==> src/rtl/mo_gemm.sv <==
// mo_gemm: Y = A*X (+/-) B engine driving a request/ready matrix-memory bus (opcode/i/j).
// Define MO_GEMM_SAT_EN for saturating accumulation and +/- b instead of modular wrap.
module mo_gemm #(
    parameter int unsigned DW = 10,
    parameter int unsigned IW = 10,
    parameter int unsigned AW = 2*DW+IW
) (
    input  logic          clk,
    input  logic          reset,
    input  logic [DW-1:0] in_data,
    input  logic          mem_ready,
    input  logic [1:0]    mode,
    output logic [2:0]    opcode,
    output logic [IW-1:0] i,
    output logic [IW-1:0] j,
    output logic [AW-1:0] out_data,
    output logic          fin
);
    localparam int unsigned PW = 2*DW;
`ifdef MO_GEMM_SAT_EN
    localparam int unsigned SW = ((AW > PW) ? AW : PW) + 1;
    localparam logic [AW-1:0] ACC_MAX = {AW{1'b1}};
`endif

    localparam logic [3:0] S_INIT    = 4'd0;
    localparam logic [3:0] S_GET_N   = 4'd1;
    localparam logic [3:0] S_GET_R   = 4'd2;
    localparam logic [3:0] S_GET_M   = 4'd3;
    localparam logic [3:0] S_READ_A  = 4'd4;
    localparam logic [3:0] S_READ_X  = 4'd5;
    localparam logic [3:0] S_READ_B  = 4'd6;
    localparam logic [3:0] S_WRITE_Y = 4'd7;
    localparam logic [3:0] S_DONE    = 4'd8;

    localparam logic [1:0] M_ADD = 2'b00;
    localparam logic [1:0] M_SUB = 2'b01;
    localparam logic [1:0] M_NOB = 2'b10;

    logic [3:0]    state_q, state_d, elem_start;
    logic [IW-1:0] n_q, n_d, r_q, r_d, m_q, m_d;
    logic [IW-1:0] row_q, row_d, col_q, col_d, k_q, k_d;
    logic [1:0]    mode_q, mode_d;
    logic [DW-1:0] a_q, a_d, b_q, b_d;
    logic [AW-1:0] acc_q, acc_d;
    logic [2:0]    opcode_d;
    logic [IW-1:0] i_d, j_d;
    logic [AW-1:0] out_d;
    logic          fin_d;
    logic [IW-1:0] dim_in;
    logic [PW-1:0] prod;

    assign dim_in = IW'(in_data);
    assign prod   = PW'(a_q) * PW'(in_data);

    // Accumulate one product into acc
    function automatic logic [AW-1:0] acc_add(input logic [AW-1:0] acc, input logic [PW-1:0] p);
`ifdef MO_GEMM_SAT_EN
        logic [SW-1:0] s;
        s = SW'(acc) + SW'(p);
        return (s > SW'(ACC_MAX)) ? ACC_MAX : AW'(s);
`else
        return acc + AW'(p);
`endif
    endfunction

    // Final Y element from acc, b and the latched mode
    function automatic logic [AW-1:0] y_value(input logic [AW-1:0] acc, input logic [DW-1:0] b,
                                              input logic [1:0] md);
        logic [AW-1:0] y;
`ifdef MO_GEMM_SAT_EN
        logic [SW-1:0] s;
        s = SW'(acc) + SW'(b);
        case (md)
            M_SUB:   y = (SW'(b) > SW'(acc)) ? '0 : AW'(SW'(acc) - SW'(b));
            M_NOB:   y = acc;
            default: y = (s > SW'(ACC_MAX)) ? ACC_MAX : AW'(s);
        endcase
`else
        case (md)
            M_SUB:   y = acc - AW'(b);
            M_NOB:   y = acc;
            default: y = acc + AW'(b);
        endcase
`endif
        return y;
    endfunction

    // Next-state, datapath and registered-output logic
    always_comb begin
        state_d = state_q;
        n_d     = n_q;
        r_d     = r_q;
        m_d     = m_q;
        row_d   = row_q;
        col_d   = col_q;
        k_d     = k_q;
        mode_d  = mode_q;
        a_d     = a_q;
        b_d     = b_q;
        acc_d   = acc_q;
        elem_start = (r_q == '0) ? ((mode_q == M_NOB) ? S_WRITE_Y : S_READ_B) : S_READ_A;

        case (state_q)
            S_INIT:  state_d = S_GET_N;
            S_GET_N: if (mem_ready) begin
                n_d     = dim_in;
                mode_d  = (mode == 2'b11) ? M_ADD : mode;
                state_d = S_GET_R;
            end
            S_GET_R: if (mem_ready) begin
                r_d     = dim_in;
                state_d = S_GET_M;
            end
            S_GET_M: if (mem_ready) begin
                m_d     = dim_in;
                state_d = (n_q == '0 || dim_in == '0) ? S_DONE : elem_start;
            end
            S_READ_A: if (mem_ready) begin
                a_d     = in_data;
                state_d = S_READ_X;
            end
            S_READ_X: if (mem_ready) begin
                acc_d = acc_add(acc_q, prod);
                if (k_q == r_q - IW'(1)) begin
                    k_d     = '0;
                    state_d = (mode_q == M_NOB) ? S_WRITE_Y : S_READ_B;
                end else begin
                    k_d     = k_q + IW'(1);
                    state_d = S_READ_A;
                end
            end
            S_READ_B: if (mem_ready) begin
                b_d     = in_data;
                state_d = S_WRITE_Y;
            end
            S_WRITE_Y: if (mem_ready) begin
                acc_d = '0;
                if (col_q == m_q - IW'(1)) begin
                    col_d = '0;
                    if (row_q == n_q - IW'(1)) begin
                        state_d = S_DONE;
                    end else begin
                        row_d   = row_q + IW'(1);
                        state_d = elem_start;
                    end
                end else begin
                    col_d   = col_q + IW'(1);
                    state_d = elem_start;
                end
            end
            S_DONE:  state_d = S_DONE;
            default: state_d = S_INIT;
        endcase

        opcode_d = 3'b111;
        i_d      = '0;
        j_d      = '0;
        out_d    = '0;
        fin_d    = 1'b0;
        case (state_d)
            S_GET_N:  opcode_d = 3'b000;
            S_GET_R:  opcode_d = 3'b001;
            S_GET_M:  opcode_d = 3'b110;
            S_READ_A: begin opcode_d = 3'b010; i_d = row_d; j_d = k_d;   end
            S_READ_X: begin opcode_d = 3'b011; i_d = k_d;   j_d = col_d; end
            S_READ_B: begin opcode_d = 3'b100; i_d = row_d; j_d = col_d; end
            S_WRITE_Y: begin
                opcode_d = 3'b101;
                i_d      = row_d;
                j_d      = col_d;
                out_d    = y_value(acc_d, b_d, mode_d);
            end
            S_DONE:   fin_d = 1'b1;
            default:  opcode_d = 3'b111;
        endcase
    end

    always_ff @(posedge clk) begin
        if (!reset) begin
            state_q  <= S_INIT;
            n_q      <= '0;
            r_q      <= '0;
            m_q      <= '0;
            row_q    <= '0;
            col_q    <= '0;
            k_q      <= '0;
            mode_q   <= '0;
            a_q      <= '0;
            b_q      <= '0;
            acc_q    <= '0;
            opcode   <= 3'b111;
            i        <= '0;
            j        <= '0;
            out_data <= '0;
            fin      <= 1'b0;
        end else begin
            state_q  <= state_d;
            n_q      <= n_d;
            r_q      <= r_d;
            m_q      <= m_d;
            row_q    <= row_d;
            col_q    <= col_d;
            k_q      <= k_d;
            mode_q   <= mode_d;
            a_q      <= a_d;
            b_q      <= b_d;
            acc_q    <= acc_d;
            opcode   <= opcode_d;
            i        <= i_d;
            j        <= j_d;
            out_data <= out_d;
            fin      <= fin_d;
        end
    end
endmodule

==> config.mk <==
export PLATFORM = sky130hd
export DESIGN_NAME = mo_gemm
export DESIGN_NICKNAME = d
export VERILOG_FILES = /design/src/rtl/mo_gemm.sv
export SDC_FILE = /design/constraint.sdc
export NUM_CORES = 1
export LEC_CHECK = 0
export CAP_MARGIN = 20
export CORE_ASPECT_RATIO = 0.9
export CORE_MARGIN = 10
export CORE_UTILIZATION = 62
export DETAILED_ROUTE_END_ITERATION = 6
export PLACE_DENSITY = 0.8
export RECOVER_POWER = 50
export SYNTH_ARGS = -nofsm -noshare
export SYNTH_HDL_FRONTEND = slang
export SYNTH_SLANG_ARGS = --single-unit
export TNS_END_PERCENT = 20
==> constraint.sdc <==
create_clock -name clk -period 11.85 [get_ports clk]
set_input_delay 3.555 -clock clk [delete_from_list [all_inputs] [get_ports clk]]
set_output_delay 3.555 -clock clk [all_outputs]
set_load 0.005 [all_outputs]
==> results of run 1 <==
==> report_power, final <==
part	switching, mW	internal, mW
Sequential	0.00985	0.577
Combinational	0.107	0.0722
Clock	0.277	0.306
Total	0.394	0.956
==> kinds of logic (layout without fill, tap and decap cells) <==
family	count (synthesis)	count (layout)
flip-flops	170	170
multiplexers	26	26
AO/OA/AOI/OAI	327	327
AND/OR/NAND/NOR	632	632
buffers and inverters	230	276
XOR/XNOR	108	108
adder cells (fa/ha/maj)	181	181
==> flip-flops by register name, indices dropped and copies added, names as in the netlist <==
| register | cells |
|---|---|
| mode_q | 2 |
| out_data | 30 |
| state_q | 4 |
| n_q | 10 |
| a_q | 10 |
| m_q | 10 |
| b_q | 10 |
| fin | 1 |
| j | 10 |
| opcode | 3 |
| col_q | 10 |
| r_q | 10 |
| k_q | 10 |
| acc_q | 30 |
| row_q | 10 |
| i | 10 |
==> per-layer routing <==
metal	routed length (um)	vias up	global-route usage, %	part of all wire (%)
met1	17400	5737	36.9	47
met2	16300	386	40.3	44
li1	-	5705	-	-
met5	13	-	0	0.035
met4	570	2	5.68	1.5
met3	2620	50	4.68	7.1
==> final cells by class <==
cell class | instances | share of cell area [%]
flip-flops and latches | 170 | 22.2
multi-input cells | 1274 | 62.0
clock buffers | 17 | 2.77
clock inverters | 15 | 1.33
inverters | 147 | 3.59
repair buffers | 97 | 5.74
well taps | 291 | 2.37
==> cells in the final DEF, fill, tap and decap left out, types with 6 or more instances in the layout <==
cell type / synthesis / layout
nand2_1: 204 / 204
dfxtp_1: 170 / 170
inv_1: 146 / 146
and2_1: 107 / 106
ha_1: 98 / 98
nor2_1: 94 / 94
fa_1: 83 / 83
a21oi_1: 69 / 69
o21ai_0: 60 / 60
xnor2_1: 56 / 56
dlygate4sd3_1: 0 / 56
nand3_1: 53 / 53
xor2_1: 52 / 52
nor2b_1: 43 / 43
a21boi_0: 38 / 38
mux2i_1: 26 / 26
a211oi_1: 26 / 26
buf_4: 4 / 26
nor3_1: 25 / 25
a21o_1: 25 / 25
and3_1: 23 / 23
clkbuf_16: 0 / 17
nand2b_1: 15 / 15
o31ai_1: 12 / 12
nand4_1: 12 / 12
a31oi_1: 11 / 11
or3_1: 11 / 11
clkdlybuf4s50_1: 0 / 11
o21ai_1: 10 / 10
o211ai_1: 9 / 9
o21a_1: 7 / 7
nand3b_1: 6 / 6
clkinv_8: 0 / 6
==> worst max-delay path by stage <==
| stage | end | start | cells past startpoint |
|---|---|---|---|
| 5_1_grt | out_data[29] | in_data[3] | 29 |
| 6_report | out_data[22] | in_data[7] | 28 |
| 3_5_place_dp | out_data[29] | in_data[1] | 30 |
| 4_1_cts | out_data[29] | in_data[1] | 28 |
| 3_3_place_gp | out_data[22] | in_data[4] | 29 |
| 2_1_floorplan | out_data[29] | in_data[1] | 30 |
==> tightest hold or removal path, stage by stage, from the launching register on <==
cell      delay [ns]
dfxtp_1         0.34
nand2_1         0.06
a21boi_0        0.06
==> insert_results.sql, run 1 <==
INSERT INTO impl_metrics (metric_group, metric, value, unit) VALUES
('outcome', 'outcome', 'completed', ''),
('synthesis', 'ys.warnings.count', '0', ''),
('sta', 'grt_setup_unrepaired', 'no', ''),
('routing', 'detail_route.wl_per_cell', '18.3', 'um'),
('synthesis', 'post_synth_mux_area_share', '1.88', '%'),
('synthesis', 'yosys.area_share.adder', '20.8', '%'),
('synthesis', 'synth_simple_gate_area_share', '23.3', '%'),
('floorplan', 'rows', '51', ''),
('setup_path', 'critPathBufInv', '4', ''),
('routing', 'iteration_0_drc_markers', '1047', ''),
('worst_hold_path', 'hold_path.class', 'reg2reg', ''),
('sta', 'finalSetupTns', '0', 'ns'),
('final_layout', 'antenna_cells_inserted', '0', ''),
('setup_path', 'cpMostUsedCell', 'fa_1', ''),
('clocking', 'hold_buffers', '0', ''),
('sta', 'setup_violations', '0', ''),
('sta', 'number_of_pins_exceeding_their_max_slew_limit_in_the_final_report', '0', ''),
('synthesis', 'synth_area_leader', 'dfxtp_1', ''),
('place', 'place.gp.congestion', '0.922', ''),
('sta', 'final_critical_path_setup_slack', '0.737', 'ns'),
('synthesis', 'post_synth_instance_area', '0.0139', 'sq mm'),
('routing', 'detailedRoute.firstPassIterationCount', '5', ''),
('sta', 'post-route-min-period', '11.11', 'ns'),
('grt', 'antenna_found_initial', '1', ''),
('synthesis', 'share_of_synthesized_registers_carrying_an_async_set_or_reset', '0', '%'),
('sta', 'hold-worst-slack', '0.504', 'ns'),
('setup_path', 'worst_ep_required_time', '12.14', 'ns'),
('sta', 'number_of_failing_hold_endpoints_at_the_final_stage', '0', ''),
('clocking', 'h_tree_levels', '4', ''),
('routing', 'drcViolationCount', '0', ''),
('setup_path', 'rr_endpoint', 'out_data[29]', ''),
('power_and_ir_drop', 'p_leak', '7.04', 'nW'),
('power_and_ir_drop', 'overall_power_of_the_completed_layout', '1.35', 'mW'),
('synthesis', 'synth_cells', '1674', ''),
('synthesis', 'synth_xor_area_share', '6.82', '%'),
('setup_path', 'regToRegStartpoint', 'a_q[3]', ''),
('synthesis', 'synth_area_per_cell', '8.28', 'sq um'),
('worst_hold_path', 'timing.hold.worst.start', 'mode_q[1]', ''),
('setup_path', 'worstSetupStartpointType', 'input port', ''),
('routing', 'postRouteAntennaNets', '0', ''),
('final_layout', 'post_route_cells_drive_above_1_share', '5.17', '%'),
('place', 'placedCellCount', '1979', ''),
('worst_hold_path', 'whs_path_depth', '2', ''),
('synthesis', 'synth.cells.most_frequent', '204 x nand2_1, 170 x dfxtp_1, 146 x inv_1', ''),
('clocking', 'tritoncts_buffers', '17', ''),
('synthesis', 'synth.ff_latch_count', '170', ''),
('clocking', 'clock_tree_buffer_depth', '2', ''),
('clocking', 'clock_pin_slew_on_the_worst_setup_and_hold_paths', '0.08', 'ns'),
('final_layout', 'post-route-cell-area', '0.0154', 'sq mm'),
('floorplan', 'floorplan.die_area', '0.0287', 'sq mm'),
('final_layout', 'synthToLayoutAreaGrowth', '10.8', '%'),
('setup_path', 'timing.critical_path.slowest_stage_cell', 'clkdlybuf4s50_1', ''),
('floorplan', 'design.portCount', '69', ''),
('synthesis', 'synth_edf_count', '0', ''),
('synthesis', 'synth_top_area_share', '24.6', '%'),
('final_layout', 'finalNonFillerCells', '2011', ''),
('place', 'dpl.hpwl', '28400', 'um'),
('synthesis', 'dominant_combinational_cell_family_by_area_after_synthesis', 'simple AND/OR/NAND/NOR gates', ''),
('sta', 'timing.clock.skew', '0.0141', 'ns'),
('sta', 'fin_crit_sh', '93.8', '%'),
('worst_hold_path', 'hold_path_end', 'mode_q[1]', ''),
('floorplan', 'floorplan.core_area', '0.0218', 'sq mm'),
('grt', 'grt_start_max_net_pins', '117', ''),
('setup_path', 'critical_path.max_stage_delay', '0.87', 'ns'),
('setup_path', 'worstPathMaxFanout', '11', ''),
('clocking', 'clockRootBuffer', 'clkbuf_16', ''),
('place', 'pre_cts_slack', '0.436', 'ns'),
('routing', 'vias', '11900', ''),
('clocking', 'cts-resized-gates', '0', ''),
('synthesis', 'synth_compound_gate_area_share', '15.9', '%'),
('setup_path', 'crit_path_end_kind', 'flip-flop', '');
No activity file was read; power rests on OpenSTA's default activity.
==> run 2: changes to the inputs <==
Settings changed: REMOVE_ABC_BUFFERS from default to 1.
==> insert_results.sql, run 2 (same netlist as run 1, synthesis figures left out) <==
INSERT INTO impl_metrics (metric_group, metric, value, unit) VALUES
('place', 'pre_cts_slack', '0.430', 'ns'),
('setup_path', 'cp.arrival', '11.36', 'ns'),
('sta', 'number_of_pins_exceeding_their_max_slew_limit_in_the_final_report', '0', ''),
('clocking', 'cts-resized-gates', '0', ''),
('floorplan', 'design.portCount', '69', ''),
('floorplan', 'rows', '51', ''),
('power_and_ir_drop', 'power.density_cell_area', '86.0', 'mW/mm^2'),
('place', 'place.gp.congestion', '0.907', ''),
('routing', 'wl', '36500', 'um'),
('sta', 'max_slew.worst_pin.slew', '1.00', 'ns'),
('job', 'cap_viol_max_count', '0', ''),
('worst_hold_path', 'hold_path.class', 'reg2reg', ''),
('floorplan', 'die_y', '162', 'um'),
('routing', 'detail_route.wl_per_cell', '18.1', 'um'),
('clocking', 'clock_pin_slew_on_the_worst_setup_and_hold_paths', '0.07', 'ns'),
('power_and_ir_drop', 'ir_drop', '0.0000673', 'V'),
('sta', 'timing.clock.skew', '0.0162', 'ns'),
('final_layout', 'n_fill_cell', '1756', ''),
('clocking', 'h_tree_levels', '4', ''),
('sta', 'final_critical_path_setup_slack', '0.777', 'ns'),
('sta', 'relSlewSlack', '33.2', '%'),
('sta', 'finalSetupTns', '0', 'ns'),
('clocking', 'clock_tree_buffer_depth', '2', ''),
('routing', 'postRouteAntennaNets', '0', ''),
('place', 'port-buffer-count', '68', ''),
('grt', 'antenna_found_initial', '0', ''),
('grt', 'grt_pass1_wl', '60500', 'um'),
('clocking', 'clockRootBuffer', 'clkbuf_16', ''),
('grt', 'globalRouteTotalUtil', '25.8', '%'),
('routing', 'vias', '11800', ''),
('routing', 'detail_route.vias_per_cell', '5.88', ''),
('sta', 'number_of_failing_hold_endpoints_at_the_final_stage', '0', ''),
('setup_path', 'regToRegStartpoint', 'a_q[3]', ''),
('clocking', 'clock_insertion_delay_worst_skew', '0.44', 'ns'),
('floorplan', 'floorplan.initialDensity', '63.5', '%'),
('clocking', 'post-cts-setup-buffers', '0', ''),
('final_layout', 'design.final.nets', '1905', ''),
('routing', 'detailedRoute.firstPassIterationCount', '7', ''),
('setup_path', 'critical_path.startpoint', 'in_data[1]', ''),
('clocking', 'tritoncts', 'done', ''),
('setup_path', 'crit_path_end_kind', 'flip-flop', ''),
('outcome', 'outcome', 'completed', ''),
('sta', 'setup_violations', '0', ''),
('final_layout', 'mostFrequentLayoutCell', 'nand2_1', ''),
('final_layout', 'finalNonFillerCells', '2013', ''),
('place', 'dpl.hpwl', '27600', 'um'),
('sta', 'grt_setup_unrepaired', 'no', ''),
('sta', 'fmax', '90.3', 'MHz'),
('power_and_ir_drop', 'p_leak', '7.01', 'nW'),
('setup_path', 'worstSetupStartpointType', 'input port', ''),
('place', 'placedCellCount', '1981', ''),
('sta', 'post-route-min-period', '11.07', 'ns'),
('grt', 'remaining_overflow_grt', '0', ''),
('clocking', 'clock_sink_count', '170', ''),
('final_layout', 'synthToLayoutAreaGrowth', '10.4', '%'),
('routing', 'drcViolationCount', '0', ''),
('final_layout', 'antenna_cells_inserted', '0', ''),
('grt', 'first_global_vias', '11700', ''),
('clocking', 'hold_buffers', '0', ''),
('final_layout', 'commonest_non_fill_non_tap_cells_in_the_layout', '204 x nand2_1, 170 x dfxtp_1, 146 x inv_1, 106 x and2_1, 98 x ha_1', ''),
('routing', 'iteration_0_drc_markers', '998', ''),
('setup_path', 'worst_ep_required_time', '12.14', 'ns'),
('sta', 'fin_crit_sh', '93.4', '%'),
('worst_hold_path', 'timing.hold.worst.start', 'n_q[9]', ''),
('setup_path', 'worst-setup-path-type', 'in2reg', ''),
('grt', 'grt_start_max_net_pins', '116', ''),
('clocking', 'tritoncts_buffers', '17', ''),
('floorplan', 'chipWidth', '178', 'um'),
('floorplan', 'floorplan.die_area', '0.0287', 'sq mm'),
('final_layout', 'reg_top3', 'acc_q (30), out_data (30)', ''),
('setup_path', 'worstPathMaxFanout', '11', ''),
('floorplan', 'floorplan.core_area', '0.0218', 'sq mm'),
('final_layout', 'post_route_cells_drive_above_1_share', '5.23', '%');
[run 2: metal layers]
metal / GRT usage (%) / up-vias / wire (um)
li1: - / 5707 / -
met1: 35.2 / 5594 / 16300
met2: 40.5 / 488 / 16400
met3: 5.73 / 44 / 3140
met4: 6.55 / 0 / 557
met5: 0 / - / 0
[run 2: critical path, stage by stage]
cell	delay (ns)
clkdlybuf4s50_1	0.80
nand2_1	0.15
fa_1	0.57
inv_1	0.05
ha_1	0.19
fa_1	0.48
inv_1	0.06
fa_1	0.51
fa_1	0.54
inv_1	0.04
ha_1	0.35
and3_1	0.22
a2111oi_2	0.49
a211oi_1	0.21
nor2_1	0.21
xor2_1	0.08
o21ai_0	0.28
ha_1	0.36
a21o_1	0.19
a21o_1	0.18
a2111oi_0	0.57
nor3b_1	0.17
or3_1	0.40
nand2b_1	0.11
a31oi_1	0.10
or3_1	0.32
nand3_1	0.09
a21oi_1	0.07
[run 2: cell type report]
class                      instances  area [sq um]  share of cell area [%]
tap                              291           364                    2.38
sequential                       170          3400                    22.2
multi-input combinational       1274          9530                    62.3
inverter                         147           552                    3.61
timing repair buffer              99           893                    5.84
clock inverter                    13           109                   0.711
clock buffer                      19           453                    2.96
[run 2: path summary, 6_finish.rpt]
kind | endpoint | slack (ns) | cells after the start
min | n_q[9] | 0.50 | 2
max reg2reg | out_data[22] | 4.12 | 27
min reg2reg | n_q[9] | 0.50 | 2
max | out_data[22] | 0.78 | 28
[run 2: report_power, final]
group	total [mW]	internal, mW	switching (mW)
registers	0.585	0.577	0.00792
logic	0.183	0.0728	0.110
clock network	0.547	0.285	0.263
[run 2: metrics by stage]
stage / total power, mW / hold WS [ns] / util (%) / instance area, sq um
final: 1.32 / 0.499 / 70.1 / 15300
after global routing: 1.36 / 0.544 / 70.1 / 15300
after CTS: 1.32 / 0.501 / 70.2 / 15300
after detailed placement: 0.778 / 0.492 / 67.6 / 14800
after global placement: 0.776 / 0.486 / 67.6 / 14800
after floorplan: 0.719 / 0.455 / - / 13500
==> run 3: changes to the inputs <==
Settings changed: REMOVE_ABC_BUFFERS 1 to default, SETUP_SLACK_MARGIN from default to 0.02.
==> results of run 3 <==
Same layout as run 1: the final DEF is identical, and so are final timing and power.
